--- config.mk ---
export PLATFORM = sky130hd
export DESIGN_NAME = rtc_id_reader_flat
export DESIGN_NICKNAME = d
export VERILOG_FILES = /design/src/rtl/rtc_id_if.sv /design/src/rtl/rtc_id_reader.sv /design/src/flat_wrapper.sv
export SDC_FILE = /design/constraint.sdc
export NUM_CORES = 1
export LEC_CHECK = 0
export CAP_MARGIN = 25
export CORE_MARGIN = 4
export CORE_UTILIZATION = 50
export CTS_BUF_LIST = sky130_fd_sc_hd__clkbuf_4 sky130_fd_sc_hd__clkbuf_8
export CTS_CLUSTER_SIZE = 25
export DETAILED_ROUTE_END_ITERATION = 12
export DONT_BUFFER_PORTS = 1
export PLACE_DENSITY = 0.71
export SLEW_MARGIN = 10
export SYNTH_ARGS = -nofsm -noshare
export SYNTH_HDL_FRONTEND = slang
export SYNTH_SLANG_ARGS = --single-unit
--- constraint.sdc ---
create_clock -name i_pclk -period 2.45 [get_ports i_pclk]
set_input_delay 0.6125 -clock i_pclk [delete_from_list [all_inputs] [get_ports i_pclk]]
set_output_delay 0.6125 -clock i_pclk [all_outputs]
set_load 0.1 [all_outputs]
--- src/rtl/rtc_id_if.sv ---
// APB read/write bus for the RTC identification space (0xFE0-0xFFC).
// paddr carries word address bits [11:2]; prdata is zero whenever the space is not read.
interface rtc_id_if;
   logic        psel;
   logic        penable;
   logic        pwrite;
   logic [9:0]  paddr;
   logic [31:0] prdata;

   modport master (output psel, output penable, output pwrite, output paddr, input prdata);
   modport slave  (input psel, input penable, input pwrite, input paddr, output prdata);
endinterface

--- src/rtl/rtc_id_reader.sv ---
// Samples the revision tie-off once after reset (majority of 3) and serves PeriphID0-3/PCellID0-3.
// Optional sticky write-error flag, reported in 0xFEC bit 8, is enabled by defining RTC_ID_WRERR_EN.
module rtc_id_reader #(
   parameter int          SETTLE_CYCLES = 16,
   parameter logic [3:0]  REV_BASE      = 4'h0,
   parameter logic [11:0] PART_NUM      = 12'h031,
   parameter logic [7:0]  DESIGNER      = 8'h41
) (
   input  logic     i_pclk,
   input  logic     i_presetn,
   input  logic     i_revision,
   rtc_id_if.slave  bus,
`ifdef RTC_ID_WRERR_EN
   output logic     o_wr_err,
`endif
   output logic     o_rev_valid
);

   localparam int CW = (SETTLE_CYCLES < 2) ? 1 : $clog2(SETTLE_CYCLES);

   typedef enum logic [1:0] {ST_SETTLE, ST_SAMPLE, ST_LOCK} state_t;

   state_t        r_state, w_state_nxt;
   logic [CW-1:0] r_cnt, w_cnt_nxt;
   logic [1:0]    r_scnt, w_scnt_nxt;
   logic [1:0]    r_smp;
   logic          r_sync1, r_sync2;
   logic          r_latch;
   logic          r_rev_valid;
   logic [31:0]   r_prdata;
   logic [31:0]   w_rdata;
   logic          w_lock;
   logic          w_sample;
   logic          w_maj;
   logic          w_setup_rd;
   logic          w_in_win;

   // Revision is a tie-off from another domain of logic; treat it as asynchronous.
   always_ff @(posedge i_pclk or negedge i_presetn) begin
      if (!i_presetn) begin
         r_sync1 <= 1'b0;
         r_sync2 <= 1'b0;
      end else begin
         r_sync1 <= i_revision;
         r_sync2 <= r_sync1;
      end
   end

   always_ff @(posedge i_pclk or negedge i_presetn) begin
      if (!i_presetn) begin
         r_state <= ST_SETTLE;
         r_cnt   <= '0;
         r_scnt  <= 2'd0;
      end else begin
         r_state <= w_state_nxt;
         r_cnt   <= w_cnt_nxt;
         r_scnt  <= w_scnt_nxt;
      end
   end

   always_comb begin
      w_state_nxt = r_state;
      w_cnt_nxt   = r_cnt;
      w_scnt_nxt  = r_scnt;
      w_lock      = 1'b0;
      w_sample    = 1'b0;
      case (r_state)
         ST_SETTLE: begin
            if (r_cnt == CW'(SETTLE_CYCLES - 1)) begin
               w_state_nxt = ST_SAMPLE;
               w_cnt_nxt   = '0;
            end else begin
               w_cnt_nxt   = r_cnt + 1'b1;
            end
         end
         ST_SAMPLE: begin
            w_sample = 1'b1;
            if (r_scnt == 2'd2) begin
               w_state_nxt = ST_LOCK;
               w_lock      = 1'b1;
            end else begin
               w_scnt_nxt  = r_scnt + 2'd1;
            end
         end
         ST_LOCK:  w_state_nxt = ST_LOCK;
         default:  w_state_nxt = ST_SETTLE;
      endcase
   end

   // Third sample is taken straight from the synchroniser in the locking cycle.
   assign w_maj = (r_smp[1] & r_smp[0]) | (r_smp[1] & r_sync2) | (r_smp[0] & r_sync2);

   always_ff @(posedge i_pclk or negedge i_presetn) begin
      if (!i_presetn) begin
         r_smp       <= 2'b00;
         r_latch     <= 1'b0;
         r_rev_valid <= 1'b0;
      end else begin
         if (w_sample) r_smp <= {r_smp[0], r_sync2};
         if (w_lock) begin
            r_latch     <= w_maj;
            r_rev_valid <= 1'b1;
         end
      end
   end

`ifdef RTC_ID_WRERR_EN
   logic r_wr_err;
   logic w_wr_set, w_wr_clr;

   assign w_wr_set = bus.psel & bus.penable & bus.pwrite;
   assign w_wr_clr = bus.psel & bus.penable & ~bus.pwrite & (bus.paddr == 10'h3FB);

   always_ff @(posedge i_pclk or negedge i_presetn) begin
      if (!i_presetn)    r_wr_err <= 1'b0;
      else if (w_wr_set) r_wr_err <= 1'b1;
      else if (w_wr_clr) r_wr_err <= 1'b0;
   end

   assign o_wr_err = r_wr_err;
`endif

   assign w_setup_rd = bus.psel & ~bus.penable & ~bus.pwrite;
   assign w_in_win   = (bus.paddr[9:3] == 7'h7F);

   always_comb begin
      w_rdata = 32'h0;
      if (w_in_win) begin
         case (bus.paddr[2:0])
            3'd0: w_rdata[7:0] = PART_NUM[7:0];
            3'd1: w_rdata[7:0] = {DESIGNER[3:0], PART_NUM[11:8]};
            3'd2: w_rdata[7:0] = {REV_BASE[3:1], r_latch, DESIGNER[7:4]};
`ifdef RTC_ID_WRERR_EN
            3'd3: w_rdata[8]   = r_wr_err;
`else
            3'd3: w_rdata[7:0] = 8'h00;
`endif
            3'd4: w_rdata[7:0] = 8'h0D;
            3'd5: w_rdata[7:0] = 8'hF0;
            3'd6: w_rdata[7:0] = 8'h05;
            3'd7: w_rdata[7:0] = 8'hB1;
            default: w_rdata = 32'h0;
         endcase
      end
   end

   // Loaded only in a read setup phase, so it is visible exactly in the enable phase.
   always_ff @(posedge i_pclk or negedge i_presetn) begin
      if (!i_presetn)      r_prdata <= 32'h0;
      else if (w_setup_rd) r_prdata <= w_rdata;
      else                 r_prdata <= 32'h0;
   end

   assign bus.prdata  = r_prdata;
   assign o_rev_valid = r_rev_valid;

endmodule

--- src/flat_wrapper.sv ---
// flat-port wrapper written by rule: the top's interface ports become plain ports
module rtc_id_reader_flat 
#(
   parameter int          SETTLE_CYCLES = 16,
   parameter logic [3:0]  REV_BASE      = 4'h0,
   parameter logic [11:0] PART_NUM      = 12'h031,
   parameter logic [7:0]  DESIGNER      = 8'h41
)
  (i_pclk, i_presetn, i_revision, o_rev_valid, bus_psel, bus_penable, bus_pwrite, bus_paddr, bus_prdata);
  rtc_id_if bus_i ();
  input  logic i_pclk;
  input  logic i_presetn;
  input  logic i_revision;
  output logic o_rev_valid;
  input wire logic [$bits(bus_i.psel)-1:0] bus_psel;
  input wire logic [$bits(bus_i.penable)-1:0] bus_penable;
  input wire logic [$bits(bus_i.pwrite)-1:0] bus_pwrite;
  input wire logic [$bits(bus_i.paddr)-1:0] bus_paddr;
  output wire logic [$bits(bus_i.prdata)-1:0] bus_prdata;
  assign bus_i.psel = bus_psel;
  assign bus_i.penable = bus_penable;
  assign bus_i.pwrite = bus_pwrite;
  assign bus_i.paddr = bus_paddr;
  assign bus_prdata = bus_i.prdata;
  rtc_id_reader #(.SETTLE_CYCLES(SETTLE_CYCLES), .REV_BASE(REV_BASE), .PART_NUM(PART_NUM), .DESIGNER(DESIGNER)) u_core (.i_pclk(i_pclk), .i_presetn(i_presetn), .i_revision(i_revision), .bus(bus_i), .o_rev_valid(o_rev_valid));
endmodule
==> results of run 1 <==
-- cell families after synthesis --
group / Yosys count / synth area share (%)
other: 1 / 0.351
DFF: 21 / 49.2
muxes: 6 / 6.21
xor gates and xnor gates: 2 / 1.64
AOI/OAI and AO/OA: 12 / 6.57
adders and majority gates: 4 / 4.69
buffers and inverters: 31 / 19.8
and+or+nand+nor: 23 / 11.5
-- cell usage in the layout, fill, tap and decap left out --
cell type	count
clkbuf_4	3
nor2_1	6
clkinv_2	1
and2b_1	1
nand2_1	6
buf_8	1
a31oi_1	1
mux2_2	5
o31ai_1	1
o22a_1	1
a21o_1	1
o21ai_0	2
or4_1	1
conb_1	25
nor3_2	2
dfrtp_1	21
or3_1	1
ha_1	4
nand4_1	3
mux2i_1	1
dlygate4sd3_1	1
inv_1	4
a21oi_1	6
nand2b_1	2
nand3_1	1
buf_4	8
xnor2_1	2
-- power by group through the flow --
stage	sequential, mW	combinational [mW]	clock, mW
6_report	0.354	0.187	0.160
5_1_grt	0.355	0.192	0.184
4_1_cts	0.354	0.184	0.173
3_5_place_dp	0.361	0.176	0
3_3_place_gp	0.361	0.175	0
2_1_floorplan	0.360	0.206	0
-- per-layer routing --
layer  share of wire (%)  vias up  GRT usage (%)
li1                    -      308              -
met2                  50       33           19.9
met1                  34      295           11.4
met5                   0        -              0
met3                  14        4           5.26
met4                 1.7        0           7.47
-- state kept, by name, summed over array words and instances, names as in the netlist --
name                count
u_core.bus.prdata       7
u_core.o_rev_valid      1
u_core.r_cnt            4
u_core.r_latch          1
u_core.r_scnt           2
u_core.r_smp            2
u_core.r_state          2
u_core.r_sync1          1
u_core.r_sync2          1
-- metrics by stage --
step | total power [mW] | cells
finish | 0.701 | 138
global route | 0.731 | 138
CTS | 0.711 | 137
detailed placement | 0.537 | 132
global placement | 0.536 | 132
floorplan | 0.566 | 124
-- final cells by class --
| cell class | count | area share [%] |
|---|---|---|
| sequential | 21 | 47.5 |
| multi-input combinational | 72 | 38.0 |
| timing repair buffer | 10 | 7.68 |
| tap | 27 | 3.05 |
| clock buffer | 3 | 2.03 |
| inverter | 4 | 1.36 |
| clock inverter | 1 | 0.452 |
-- worst paths after layout --
kind	slack (ns)	to
min in group asynchronous	0.58	u_core.r_cnt[2]
min	0.33	u_core.r_sync1
max reg2reg	0.91	u_core.r_state[1]
max	0.89	o_rev_valid
min reg2reg	0.37	u_core.r_sync2
max in group asynchronous	1.49	u_core.r_state[0]
==> impl_metrics.yaml, run 1 <==
yosys:
  synth_top_area_share_pct: 49.2
  synth.area.top_cells: "dfrtp_1 49%, buf_4 18%, mux2_2 5.3%"
  ys_ff_latch: 21
  ys_seq_area_share_pct: 49.2
  yosysMostFrequentCell: "buf_4"
  yosysUniqueCellTypes: 25
  synth-main-ff-cell: "dfrtp_1"
  yosysWarnings: 0
  syn_inst: 100
  async_flop_share_pct: 100
  synth_edf_count: 0
  synth_top_area_cell: "dfrtp_1"
  netlist_area_um2: 1070
  postSynthAreaPerCell_um2: 10.7
  ys_top_cells_by_count: "25 x buf_4, 21 x dfrtp_1, 6 x a21oi_1, 6 x nand2_1, 6 x nor2_1"
sta:
  finalWorstSetupSlack_ns: 0.891
  fin_crit_sh_pct: 63.6
  setup_violations: 0
  min_period_ns: 1.56
  final_max_slew_viol_count: 0
  fmax_mhz: 641
  hold_violations: 0
  tns_ns: 0
  grt_setup_unrepaired: "false"
  clock-skew-final_ns: 0.00603
  holdWs_ns: 0.326
drt:
  post_drt_wl_per_cell_um: 11.0
  drtIter0Drc: 5
  ant_nets: 0
  vias_per_cell: 4.64
  wirelength_um: 1520
  vias: 640
  drc_errors: 0
  first_pass_iters: 2
cts:
  clk_latency_ns: 0.30
  cts-root-buf: "clkbuf_4"
  hold_buffers: 1
  post_cts_buffers: 0
  tritoncts: "yes"
  cts_made_buffers: 3
  clkTransAtPathRegs_ns: 0.11
  clk_path_buf_depth: 2
  cts_sinks: 21
  cts_resized: 0
  cts_max_level: 1
worst_setup_path:
  cpLargestDelayFamily: "flip-flops"
  max_stage_delay_ns: 0.36
  cp_max_fo: 2
  endpoint_kind: "primary output"
  cp.depth: 1
  path_buf_inv: 1
  rr_startpoint: "u_core.r_state[0]"
  reg2reg_depth: 4
  required_ns: 1.84
  crit_start: "u_core.o_rev_valid"
  criticalPathCategory: "flip-flop to primary output"
  worstPathCellList: "buf_4"
  worstPathArrival_ns: 0.95
  start_kind: "flip-flop"
  crit_path_top_delay_cell: "dfrtp_1"
layout:
  diodes: 0
  finish.utilization_pct: 55.3
  multiInputGateArea_um2: 420
  fill_cells: 182
  final_net_count: 132
  seq_area_um2: 526
  final_design_area_no_fill_um2: 1110
  area_growth_pct: 3.75
  drive_gt1_share_pct: 18.0
global_routing:
  grt_pass1_wl_um: 2390
  antenna_found_initial: 0
  overflow: 0
  grt_usage_pct: 11.7
  grt_pass1_vias: 586
  grt_max_degree: 22
floorplan:
  start_util_pct: 53.3
  die-width_um: 54.2
  rows: 16
  dieHeight_um: 54.2
  core-area_um2: 2000
  fp.dieArea_um2: 2940
  pin_count: 49
pwr:
  power.leakage_nw: 0.552
  p_int_mw: 0.421
  combPwrFrac_pct: 26.6
  max-vdd-ir-drop_mv: 0.472
  power_density_nw_per_um2: 633
  p_switching_mw: 0.280
  p_seq_share_pct: 50.5
  clkPwrFrac_pct: 22.9
  swShare_pct: 40.0
placed_design:
  post-dp-hpwl_um: 1250
  dpl-instance-area_um2: 1050
  preCtsSetupSlack_ns: 0.855
  globalplace.congestion: 0.709
  numPortBuffers: 0
status:
  outcome: "finished, final reports clean"
flow_run:
  max_cap_viol_count: 0
hold_path:
  hold_class: "primary input to flip-flop"
  holdPathStages: 0
  hp-start: "i_revision"
Note: power is estimated with default switching activity, not from simulation.
==> run 2: changes to the inputs <==
Settings changed: PLACE_DENSITY 0.71 to 0.74.
Clock period 2.45 ns to 1.4 ns, I/O delays scaled along.
==> run 2 against run 1 <==
Compared with the run above: critical path depth rose by 3; highest routed layer is now met3; critical path type is now flip-flop to flip-flop; non-clock buffer count rose by 8; first-iteration DRC count rose by 60%; cell count rose by 5.8%.
==> impl_metrics.yaml, run 2 (synthesis results as in run 1) <==
status:
  outcome: "finished, final reports clean"
placed_design:
  numPortBuffers: 0
  post-dp-hpwl_um: 1310
  globalplace.congestion: 0.679
  dp_cells: 135
  dpl-instance-area_um2: 1080
  preCtsSetupSlack_ns: -0.0316
layout:
  stdcell_count: 146
  seq_area_um2: 526
  drive_gt1_share_pct: 29.4
  area_growth_pct: 13.7
  largest_reg_flops: 7
  final_cell_mix: "25 x conb_1, 21 x dfrtp_1, 16 x buf_4"
  fill_cells: 170
  diodes: 0
  final_net_count: 140
  mostFrequentLayoutCell: "conb_1"
  multiInputGateArea_um2: 464
  final_design_area_no_fill_um2: 1210
worst_setup_path:
  endpoint_kind: "flip-flop"
  rr_startpoint: "u_core.r_state[0]"
  cp_max_fo: 3
  regToRegSetupSlack_ns: 0.002
  r2r_end: "u_core.r_state[1]"
  required_ns: 1.59
  criticalPathCategory: "flip-flop to flip-flop"
  worstPathArrival_ns: 1.59
  start_kind: "flip-flop"
  reg2reg_depth: 4
floorplan:
  core-area_um2: 2000
  pin_count: 49
  start_util_pct: 53.3
  die-width_um: 54.2
  dieHeight_um: 54.2
  rows: 16
  fp.dieArea_um2: 2940
global_routing:
  grt_pass1_wl_um: 2480
  grtUsageMet2_pct: 19.1
  grt_max_degree: 22
  grt_usage_pct: 11.7
  overflow: 0
  antenna_found_initial: 0
  grt_pass1_vias: 615
  top_usage_layer: "met2"
  met3_usage_pct: 3.60
  global_route.usage.met1_pct: 14.2
sta:
  hold_violations: 0
  final_max_slew_viol_count: 0
  min_period_ns: 1.40
  setup_violations: 0
  fmax_mhz: 715
  finalWorstSetupSlack_ns: 0.00167
  tns_ns: 0
  holdWs_ns: 0.0729
  grt_setup_unrepaired: "true"
  fin_crit_sh_pct: 99.9
  clock-skew-final_ns: 0.00437
cts:
  clkTransAtPathRegs_ns: 0.11
  tritoncts: "yes"
  clk_path_buf_depth: 2
  cts_sinks: 21
  cts_max_level: 1
  cts-root-buf: "clkbuf_4"
  cts_made_buffers: 3
  clk_latency_ns: 0.29
hold_path:
  hp-start: "i_revision"
  min_to: "u_core.r_sync1"
  hold_class: "primary input to flip-flop"
  holdPathStages: 0
drt:
  first_pass_iters: 3
  drc_errors: 0
  vias: 657
  wirelength_um: 1800
  drtIter0Drc: 8
  vias_per_cell: 4.50
  post_drt_wl_per_cell_um: 12.3
  ant_nets: 0
pwr:
  power.leakage_nw: 0.596
  max-vdd-ir-drop_mv: 0.704
  power_density_nw_per_um2: 1020
flow_run:
  max_cap_viol_count: 0
run 2: cell count changes in the layout (fill, tap and decap cells not counted), sizes merged:
cell    previous run  this run
buf                9        17
clkbuf             3         4
clkinv             1         0
run 2: worst max-delay path by stage:
stage / from / slack (ns) / to
after floorplan: u_core.r_scnt[0] / 0.01 / u_core.r_state[1]
after global placement: u_core.r_scnt[0] / 0.03 / u_core.r_state[1]
final: u_core.r_state[0] / 0.002 / u_core.r_state[1]
after detailed placement: u_core.r_scnt[0] / -0.03 / u_core.r_state[1]
after global routing: u_core.r_state[0] / -0.03 / u_core.r_state[1]
after CTS: u_core.r_state[0] / 0.02 / u_core.r_state[1]
run 2: timing repair:
item	in CTS	in global routing
pin swaps	0	3
resized for setup	4	4
hold buffers	1	0
setup buffers	1	4
endpoints found under the setup margin	1	2
endpoints found under the hold margin	21	0
run 2: routing by layer:
metal	vias up	part of all wire, %
li1	317	-
met1	309	39
met2	31	53
met3	0	8.7
met4	0	0
met5	-	0
run 2: per-stage QoR:
stage	power (mW)	util (%)
finish	1.24	60.6
floorplan	0.991	-
global route	1.29	60.6
detailed placement	0.939	54.2
CTS	1.25	57.4
global placement	0.938	54.2
run 2: power breakdown:
group / internal (mW) / total (mW) / switching, mW
Sequential: 0.614 / 0.619 / 0.00503
Clock: 0.130 / 0.293 / 0.162
Combinational: 0.0155 / 0.328 / 0.312
run 2: worst max-delay path, cell delays in order, from the launching register on:
cell	delay, ns
dfrtp_1	0.45
ha_4	0.19
and2b_2	0.21
a21oi_4	0.13
mux2_4	0.31
run 2: area by class of cell:
class | instances | area share, %
Timing Repair Buffer | 18 | 12.0
Multi-Input combinational cell | 72 | 38.2
Clock buffer | 4 | 2.47
Inverter | 4 | 1.24
Sequential cell | 21 | 43.3
Tap cell | 27 | 2.78
